--- config.mk ---
export PLATFORM = sky130hd
export DESIGN_NAME = rf_write_arbiter
export DESIGN_NICKNAME = d
export VERILOG_FILES = /design/src/rtl/rf_arb_pkg.sv /design/src/rtl/rr_pick.sv /design/src/rtl/rf_write_arbiter.sv
export SDC_FILE = /design/constraint.sdc
export NUM_CORES = 1
export LEC_CHECK = 0
export CORE_ASPECT_RATIO = 1.2
export CORE_MARGIN = 2
export CORE_UTILIZATION = 35
export DETAILED_ROUTE_END_ITERATION = 7
export GPL_TIMING_DRIVEN = 0
export PLACE_DENSITY = 0.84
export SLEW_MARGIN = 20
export SYNTH_ARGS = -nofsm -noshare
export SYNTH_HDL_FRONTEND = slang
export SYNTH_HIERARCHICAL = 1
export SYNTH_SLANG_ARGS = --single-unit
--- constraint.sdc ---
create_clock -name clk -period 3.5 [get_ports clk]
set_clock_uncertainty 0.1 [all_clocks]
set_input_delay 0.875 -clock clk [delete_from_list [all_inputs] [get_ports clk]]
set_output_delay 0.875 -clock clk [all_outputs]
set_load 0.01 [all_outputs]
--- src/rtl/rf_arb_pkg.sv ---
// Shared constants and types for the register-file write-port arbiter.
//   REG_ADDR_W / REG_DATA_W : default register-file address / data widths
//   RF_ZERO_REG             : hard-wired zero register; writes to it are dropped
//   rf_wr_t                 : write-port triple {we, addr, data}
package rf_arb_pkg;

  localparam int unsigned REG_ADDR_W  = 5;
  localparam int unsigned REG_DATA_W  = 32;
  localparam int unsigned RF_ZERO_REG = 0;

  typedef struct packed {
    logic                  we;
    logic [REG_ADDR_W-1:0] addr;
    logic [REG_DATA_W-1:0] data;
  } rf_wr_t;

endpackage

--- src/rtl/rr_pick.sv ---
// Combinational round-robin picker.
//   req_i : request vector
//   ptr_i : highest-priority index; the scan ascends from here and wraps at N
//   gnt_o : one-hot grant (zero when no request)
//   idx_o : encoded index of the granted request
//   any_o : a grant was issued
module rr_pick #(
  parameter int unsigned N = 3
) (
  input  logic [N-1:0]         req_i,
  input  logic [$clog2(N)-1:0] ptr_i,
  output logic [N-1:0]         gnt_o,
  output logic [$clog2(N)-1:0] idx_o,
  output logic                 any_o
);

  localparam int unsigned IDX_W = $clog2(N);
  localparam int unsigned SUM_W = IDX_W + 1;

  // First requester at or after ptr_i, wrapping modulo N
  always_comb begin
    logic [SUM_W-1:0] sum;
    logic             found;
    gnt_o = '0;
    idx_o = '0;
    found = 1'b0;
    sum   = '0;
    for (int unsigned k = 0; k < N; k++) begin
      sum = {1'b0, ptr_i} + SUM_W'(k);
      if (sum >= SUM_W'(N)) begin
        sum = sum - SUM_W'(N);
      end
      if (!found && req_i[sum[IDX_W-1:0]]) begin
        gnt_o[sum[IDX_W-1:0]] = 1'b1;
        idx_o                 = sum[IDX_W-1:0];
        found                 = 1'b1;
      end
    end
    any_o = found;
  end

endmodule

--- src/rtl/rf_write_arbiter.sv ---
// Round-robin arbiter sharing the register-file write port between NUM_REQ
// writeback requesters. The winner is registered and driven one cycle later.
//   clk, reset_n          : clock, asynchronous active-low reset
//   req_valid/addr/data   : per-requester request, address and data (sliced)
//   req_ready             : one-hot grant (combinational, gated by hold)
//   hold                  : pipeline freeze, blocks new grants
//   we3/wa3/wd3           : registered register-file write port
//   conflict_cnt          : saturating count of contention cycles
module rf_write_arbiter
  import rf_arb_pkg::*;
#(
  parameter int unsigned NUM_REQ = 3,
  parameter int unsigned DATA_W  = REG_DATA_W,
  parameter int unsigned ADDR_W  = REG_ADDR_W,
  parameter int unsigned CNT_W   = 16
) (
  input  logic                        clk,
  input  logic                        reset_n,
  input  logic [NUM_REQ-1:0]          req_valid,
  input  logic [NUM_REQ*ADDR_W-1:0]   req_addr,
  input  logic [NUM_REQ*DATA_W-1:0]   req_data,
  output logic [NUM_REQ-1:0]          req_ready,
  input  logic                        hold,
  output logic                        we3,
  output logic [ADDR_W-1:0]           wa3,
  output logic [DATA_W-1:0]           wd3,
  output logic [CNT_W-1:0]            conflict_cnt
);

  localparam int unsigned PTR_W = $clog2(NUM_REQ);
  localparam int unsigned POP_W = $clog2(NUM_REQ + 1);

  logic [PTR_W-1:0]   rr_ptr_q, rr_ptr_d;
  logic               we3_q, we3_d;
  logic [ADDR_W-1:0]  wa3_q, wa3_d;
  logic [DATA_W-1:0]  wd3_q, wd3_d;
  logic [CNT_W-1:0]   cnt_q, cnt_d;

  logic [NUM_REQ-1:0] elig_c;
  logic [NUM_REQ-1:0] gnt_c;
  logic [PTR_W-1:0]   gnt_idx_c;
  logic               gnt_any_c;
  logic [ADDR_W-1:0]  win_addr_c;
  logic [DATA_W-1:0]  win_data_c;
  logic [POP_W-1:0]   pop_c;
  logic               contend_c;

  // hold suppresses all grants without disturbing the pointer
  assign elig_c = hold ? '0 : req_valid;

  rr_pick #(.N(NUM_REQ)) u_pick (
    .req_i (elig_c),
    .ptr_i (rr_ptr_q),
    .gnt_o (gnt_c),
    .idx_o (gnt_idx_c),
    .any_o (gnt_any_c)
  );

  assign req_ready = gnt_c;

  // AND-OR mux of the winning slice (grant is one-hot or zero)
  always_comb begin
    win_addr_c = '0;
    win_data_c = '0;
    for (int unsigned i = 0; i < NUM_REQ; i++) begin
      if (gnt_c[i]) begin
        win_addr_c = win_addr_c | req_addr[i*ADDR_W +: ADDR_W];
        win_data_c = win_data_c | req_data[i*DATA_W +: DATA_W];
      end
    end
  end

  // Contention: two or more valid requesters while not frozen
  always_comb begin
    pop_c = '0;
    for (int unsigned i = 0; i < NUM_REQ; i++) begin
      pop_c = pop_c + POP_W'(req_valid[i]);
    end
  end

  assign contend_c = !hold && (pop_c >= POP_W'(2));

  // Next-state: write register, pointer and counter
  always_comb begin
    rr_ptr_d = rr_ptr_q;
    we3_d    = 1'b0;
    wa3_d    = wa3_q;
    wd3_d    = wd3_q;
    cnt_d    = cnt_q;
    if (gnt_any_c) begin
      // Zero-register writes are consumed but never enabled
      we3_d    = (win_addr_c != ADDR_W'(RF_ZERO_REG));
      wa3_d    = win_addr_c;
      wd3_d    = win_data_c;
      rr_ptr_d = (gnt_idx_c == PTR_W'(NUM_REQ - 1)) ? '0 : gnt_idx_c + PTR_W'(1);
    end
    if (contend_c && (cnt_q != '1)) begin
      cnt_d = cnt_q + CNT_W'(1);
    end
  end

  always_ff @(posedge clk or negedge reset_n) begin
    if (!reset_n) begin
      rr_ptr_q <= '0;
      we3_q    <= 1'b0;
      wa3_q    <= '0;
      wd3_q    <= '0;
      cnt_q    <= '0;
    end else begin
      rr_ptr_q <= rr_ptr_d;
      we3_q    <= we3_d;
      wa3_q    <= wa3_d;
      wd3_q    <= wd3_d;
      cnt_q    <= cnt_d;
    end
  end

  assign we3          = we3_q;
  assign wa3          = wa3_q;
  assign wd3          = wd3_q;
  assign conflict_cnt = cnt_q;

endmodule
# Yosys cells after proc, flatten, opt, wreduce, memory -nomap -nowiden
# Cells that the tools add are included.
# Widths: inputs -> output; s select.
# word_totals
out_inout_bits	57
inputBits	117
regBits	56
elab_cells	76
# classes
n_mux	33
bitwise_logic	6
order_cmp	10
reduce_logical	11
addsub	9
n_eq_ne	2
# op_table
op	n
$mux 32	3
$or 32x32->32	2
$add 16x1->16 const B	1
$ne 16x16->1 const B	1
$mux 5	3
$mux 2	7
$mux 3	4
$mux 1	10
$or 5x5->5	2
$lt 2x3->1 const B	3
$logic_and 1x1->1	7
$bmux 1 s2	3
$demux 1 s2	3
$ge 2x1->1 const B	3
$ge 3x2->1 const B	2
$or 3x3->3	2
$sub 2x2->2 const B	3
$reduce_bool 5->1	1
$ge 2x2->1 const B	2
$add 2x1->3 const B	1
$add 2x2->3 const B	1
$logic_not 1->1	3
$add 1x1->2	1
$add 2x1->2	1
other kinds (2)	2

# Depth between registers and ports, before layout
# logic_depth
word_depth	18
mapped_depth	11
mapped_depth_nobuf	9

# Cells and area by module
# The synthesis kept the hierarchy.
# by_module_without_submodules
module	area_per_inst_um2	seq_area_each_um2	instances	cells_each
rf_write_arbiter	2642.5	1401.3	1	254
rr_pick	281.5	0.0	1	41

# Least setup slack after synthesis
# Ideal clock, no wire load.
# synth_path
path_kind	input port to flip-flop
from	in req_valid[1]
to	reg wd3_q[10], in the netlist wd3[10]
path_stages	9
t_arrival_ns	2.722
setup_ns	0.077
required_time_ns	3.323
path_buffers	2
path_slack_ns	0.601
cell_sequence	nor2b_1 -> mux2i_1 -> o21ai_0 -> o2111ai_1 -> a22oi_1 -> clkbuf_1 -> clkbuf_1 -> a222oi_1 -> a21oi_1
# synth_between
elab_chain_len	15
word_cells_on_any_way	24
cone_classes	mux (16); bitwise (4); reduce/logical (4)
# synth_lines
item	line	text
start: declaration	rf_write_arbiter.sv:19	input logic [NUM_REQ-1:0] req_valid,
$mux 3 (*)	rf_write_arbiter.sv:49	assign elig_c = hold ? '0 : req_valid;
$bmux 1 s2	rr_pick.sv:33	if (!found && req_i[sum[IDX_W-1:0]]) begin
$mux 1 (implied by the code)	rr_pick.sv:33	
$mux 1	rr_pick.sv:33	
$logic_not 1->1	rr_pick.sv:33	
$logic_and 1x1->1	rr_pick.sv:33	
$mux 1	rr_pick.sv:33	
$logic_not 1->1	rr_pick.sv:33	
$logic_and 1x1->1	rr_pick.sv:33	
$mux 3 (*)	rr_pick.sv:33	
net req_ready[0]	rf_write_arbiter.sv:22	output logic [NUM_REQ-1:0] req_ready,
$mux 32 (*)	rf_write_arbiter.sv:66	if (gnt_c[i]) begin
$or 32x32->32	rf_write_arbiter.sv:68	win_data_c = win_data_c | req_data[i*DATA_W +: DATA_W];
$mux 32 (*)	rf_write_arbiter.sv:66	
$or 32x32->32	rf_write_arbiter.sv:68	
$mux 32 (*)	rf_write_arbiter.sv:66	
end signal: assignment	rf_write_arbiter.sv:113	wd3_q <= wd3_d;
end: declaration	rf_write_arbiter.sv:36	logic [DATA_W-1:0] wd3_q, wd3_d;
# The timed path passes the listed nets; every way through them passes the cells marked *. The select of a mux whose other input is x is not followed.
# A chain may end at the register's enable or synchronous reset.

# Worst setup path in the final report
# layout_path
from	in req_valid[0]
to	out req_ready[1]
# layout_between
elab_chain_len	10
word_cells_on_any_way	18
cone_classes	mux (12); bitwise (2); reduce/logical (4)
# layout_lines
item	line	text
$mux 3 (*)	rf_write_arbiter.sv:49	
net elig_c[0]	rf_write_arbiter.sv:39	logic [NUM_REQ-1:0] elig_c;
$bmux 1 s2	rr_pick.sv:33	
$mux 1 (implied by the code)	rr_pick.sv:33	
$mux 1	rr_pick.sv:33	
$logic_not 1->1	rr_pick.sv:33	
$logic_and 1x1->1	rr_pick.sv:33	
$mux 1	rr_pick.sv:33	
$logic_not 1->1	rr_pick.sv:33	
$logic_and 1x1->1	rr_pick.sv:33	
$mux 3 (*)	rr_pick.sv:33	
end: declaration	rf_write_arbiter.sv:22	
# Marks and branches as above.

==> flow_summary_export.csv <==
group,metric,value,unit
die,initial_utilization,0.361,
cells_and_area,fillers,722,
sta,fin_crit,3.41,ns
detailed_routing,num_vias,3261,
cells_and_area,drive_gt1_frac,0.0609,
detailed_routing,drtAntennaViolNets,0,
detailed_routing,drt_first_pass_iters,7,
worst_setup_path,critical_path_class,"input port to output pin",
worst_setup_path,crit_start,"req_valid[0]",
cts,numCtsBuffers,5,
yosys,yosys_warnings,6,
cells_and_area,seqCellArea,0.00140,mm2
cts,htree_levels,2,
cts,clock-sinks,56,
yosys,syn_nets,418,
cts,clockBufferDepth,2,
die,design.die.area,0.00910,mm2
detailed_routing,drc,0,
detailed_routing,first_iter_violations,294,
worst_setup_path,start_kind,"input port",
worst_setup_path,crit_fanout,4,
sta,slew_headroom,0.534,
die,core-area,0.00811,mm2
detailed_routing,wl_per_cell,17.9,um
place,dp_slack,-0.643,ns
sta,setup_viol,0,
die,die_h,104,um
worst_setup_path,slowest_delay,0.49,ns
sta,rsz0062_at_grt,"yes",
cells_and_area,antennaDiodeCount,0,
global_route,gr-usage-all-layers,0.225,
cts,clockRootBuffer,"clkbuf_8",
detailed_routing,top_layer,"met4",
worst_setup_path,reg2reg_to,"wd3[10]",
cells_and_area,fin_nets,598,
worst_setup_path,rr_worst_depth,10,
cts,path_clk_slew,0.10,ns
power_and_ir_drop,power_density,804,mW/mm2
global_route,grt_pass1_wl,16400,um
run_status,status,"completed",
detailed_routing,wl_met2,5470,um
worst_setup_path,crit_required,2.52,ns
flow_run,maxCapViolCount,0,
min_path,hold_class,"register to register",
global_route,grt_max_degree,57,
yosys,ys_seq_elements,56,
cells_and_area,final_cell_mix,"clkdlybuf4s50_1, dfrtp_1, a21oi_1, nor2_1, a222oi_1",
power_and_ir_drop,vdd_drop_max,449,uV
worst_setup_path,timing.rr.start,"rr_ptr_q[0]",
power_and_ir_drop,power_leakage,1.93,nW
cells_and_area,final_core_util,0.606,
die,die_w,87.4,um
global_route,grt_pass1_vias,3261,
sta,finalHoldViolations,0,
worst_setup_path,crit_chain,"clkdlybuf4s50_1 > nor2b_4 > nand2b_1 > a21oi_1 > o21ai_0 > o21ai_1 > dlygate4sd2_1",
cts,clk_latency,0.30,ns
yosys,netlist_instances,295,
yosys,ys_seq_area_frac,0.479,
min_path,hold_end,"conflict_cnt[7]",
global_route,antenna_found_initial,0,
yosys,synth_cell_type_count,39,
detailed_routing,m1WireLength,3790,um
yosys,syn_area,0.00292,mm2
yosys,avgSynthCellArea,9.91,um2
cells_and_area,multiInputGateArea,0.00144,mm2
place,dp_hpwl,7970,um
place,gp_congestion,0.908,
global_route,grt-ovfl-total,0,
min_path,min_from,"conflict_cnt[7]",
sta,drv_slew,0,
cts,cts_hold_buf,0,
worst_setup_path,cp-end-kind,"output pin",
sta,postLayoutSetupSlackWorst,0.0948,ns
worst_setup_path,slowest_stage,"clkdlybuf4s50_1",
min_path,worstHoldPathCells,1,
sta,worst_pin_slew,0.698,ns
worst_setup_path,arrival,2.43,ns
cells_and_area,final_common_cell,"clkdlybuf4s50_1",
die,io_pins,174,
cells_and_area,syn_to_final_growth,68.1,%
worst_setup_path,rrSetupSlack,0.58,ns
cts,cts_tree,"yes",
sta,max_freq,294,MHz
die,num_rows,36,
detailed_routing,routed_wl,10200,um
sta,period_share,0.973,
detailed_routing,viasPerCell,5.71,
detailed_routing,met3_length,769,um
place,io_buffers,173,
routing by layer:
layer  vias up  global-route usage
met3        16              0.0365
met1      1603               0.276
met4         0              0.0703
met2       161               0.396
met5         -                   0
li1       1481                   -
cell families (layout without fill, tap and decap cells):
group	count (synthesis)	count (layout)	share of synthesized area
muxes	5	5	0.0235
and+or+nand+nor	92	92	0.159
xor gates and xnor gates	15	15	0.0449
AOI/OAI and AO/OA	92	92	0.225
buffers and inverters	29	210	0.0424
adders and majority gates	6	6	0.0257
DFF	56	56	0.479
flip-flops by register name, indices dropped and copies added, names as in the netlist:
register / cells
conflict_cnt: 16
rr_ptr_q: 2
wa3: 5
wd3: 32
we3: 1
area by class of cell:
type                       count  share of cell area
buffer                        23              0.0211
clock buffer                   5              0.0140
clock inverter                 3             0.00865
inverter                       6             0.00458
multi-input combinational    210               0.292
sequential                    56               0.285
tap                           95              0.0242
timing repair buffer         173               0.350
where the power goes:
part	internal (W)	switching, W	total [W]
sequential	0.000940	0.000178	0.00112
combinational	0.00116	0.00126	0.00241
clock	0.000212	0.000211	0.000423
worst max-delay path: cells and delay by family:
family / cells / cell delay [ns]
buf+inv: 2 / 0.79
simple gates: 2 / 0.34
compound gates: 3 / 0.42
worst max-delay path by stage:
| stage | endpoint | slack (ns) | depth (start not counted) |
|---|---|---|---|
| 3_3_place_gp | req_ready[0] | -0.50 | 7 |
| 3_5_place_dp | req_ready[0] | -0.64 | 7 |
| 6_report | req_ready[1] | 0.09 | 7 |
| 5_1_grt | req_ready[2] | -0.05 | 7 |
| 2_1_floorplan | wd3[10] | 0.60 | 9 |
| 4_1_cts | req_ready[0] | 0.0003 | 7 |
cells in the mapped netlist, drive strengths merged:
cell / count / area [um2]
a21oi: 44 / 220
a222oi: 37 / 370
a22oi: 1 / 7.51
and2: 1 / 6.26
and2b: 1 / 8.76
and3: 1 / 6.26
and4: 1 / 11.3
buf: 4 / 30.0
clkbuf: 19 / 71.3
dfrtp: 56 / 1400
ha: 6 / 75.1
inv: 6 / 22.5
mux2: 2 / 26.3
mux2i: 3 / 42.5
nand2: 10 / 45.0
nand2b: 1 / 6.26
nand3: 9 / 45.0
nand3b: 4 / 30.0
nand4: 8 / 50.1
nand4b: 1 / 8.76
nor2: 43 / 161
nor2b: 3 / 18.8
nor3: 1 / 5.00
nor4: 3 / 18.8
o2111ai: 1 / 8.76
o21a: 1 / 7.51
o21ai: 8 / 43.8
or2: 1 / 6.26
or2b: 1 / 7.51
or3: 1 / 6.26
or4b: 2 / 23.8
xnor2: 15 / 131
through the flow:
| stage | std cells | instance area, um2 | TNS [ns] | total power [W] | hold WS, ns |
|---|---|---|---|---|---|
| finish | 571 | 4920 | 0 | 0.00395 | 0.408 |
| global route | 571 | 4920 | -0.149 | 0.00425 | 0.437 |
| CTS | 571 | 4910 | 0 | 0.00396 | 0.411 |
| detailed placement | 563 | 4770 | -19.37 | 0.00353 | 0.397 |
| global placement | 563 | 4770 | -24.55 | 0.00345 | 0.392 |
| floorplan | 295 | 2920 | 0 | 0.00243 | 0.425 |
repair_timing:
item                                   CTS  global route
setup buffers                            0             0
endpoints found under the hold margin    0             0
setup endpoints to repair               37            32
gates resized for setup                 14             7
Power figures use the tool's default switching activity.
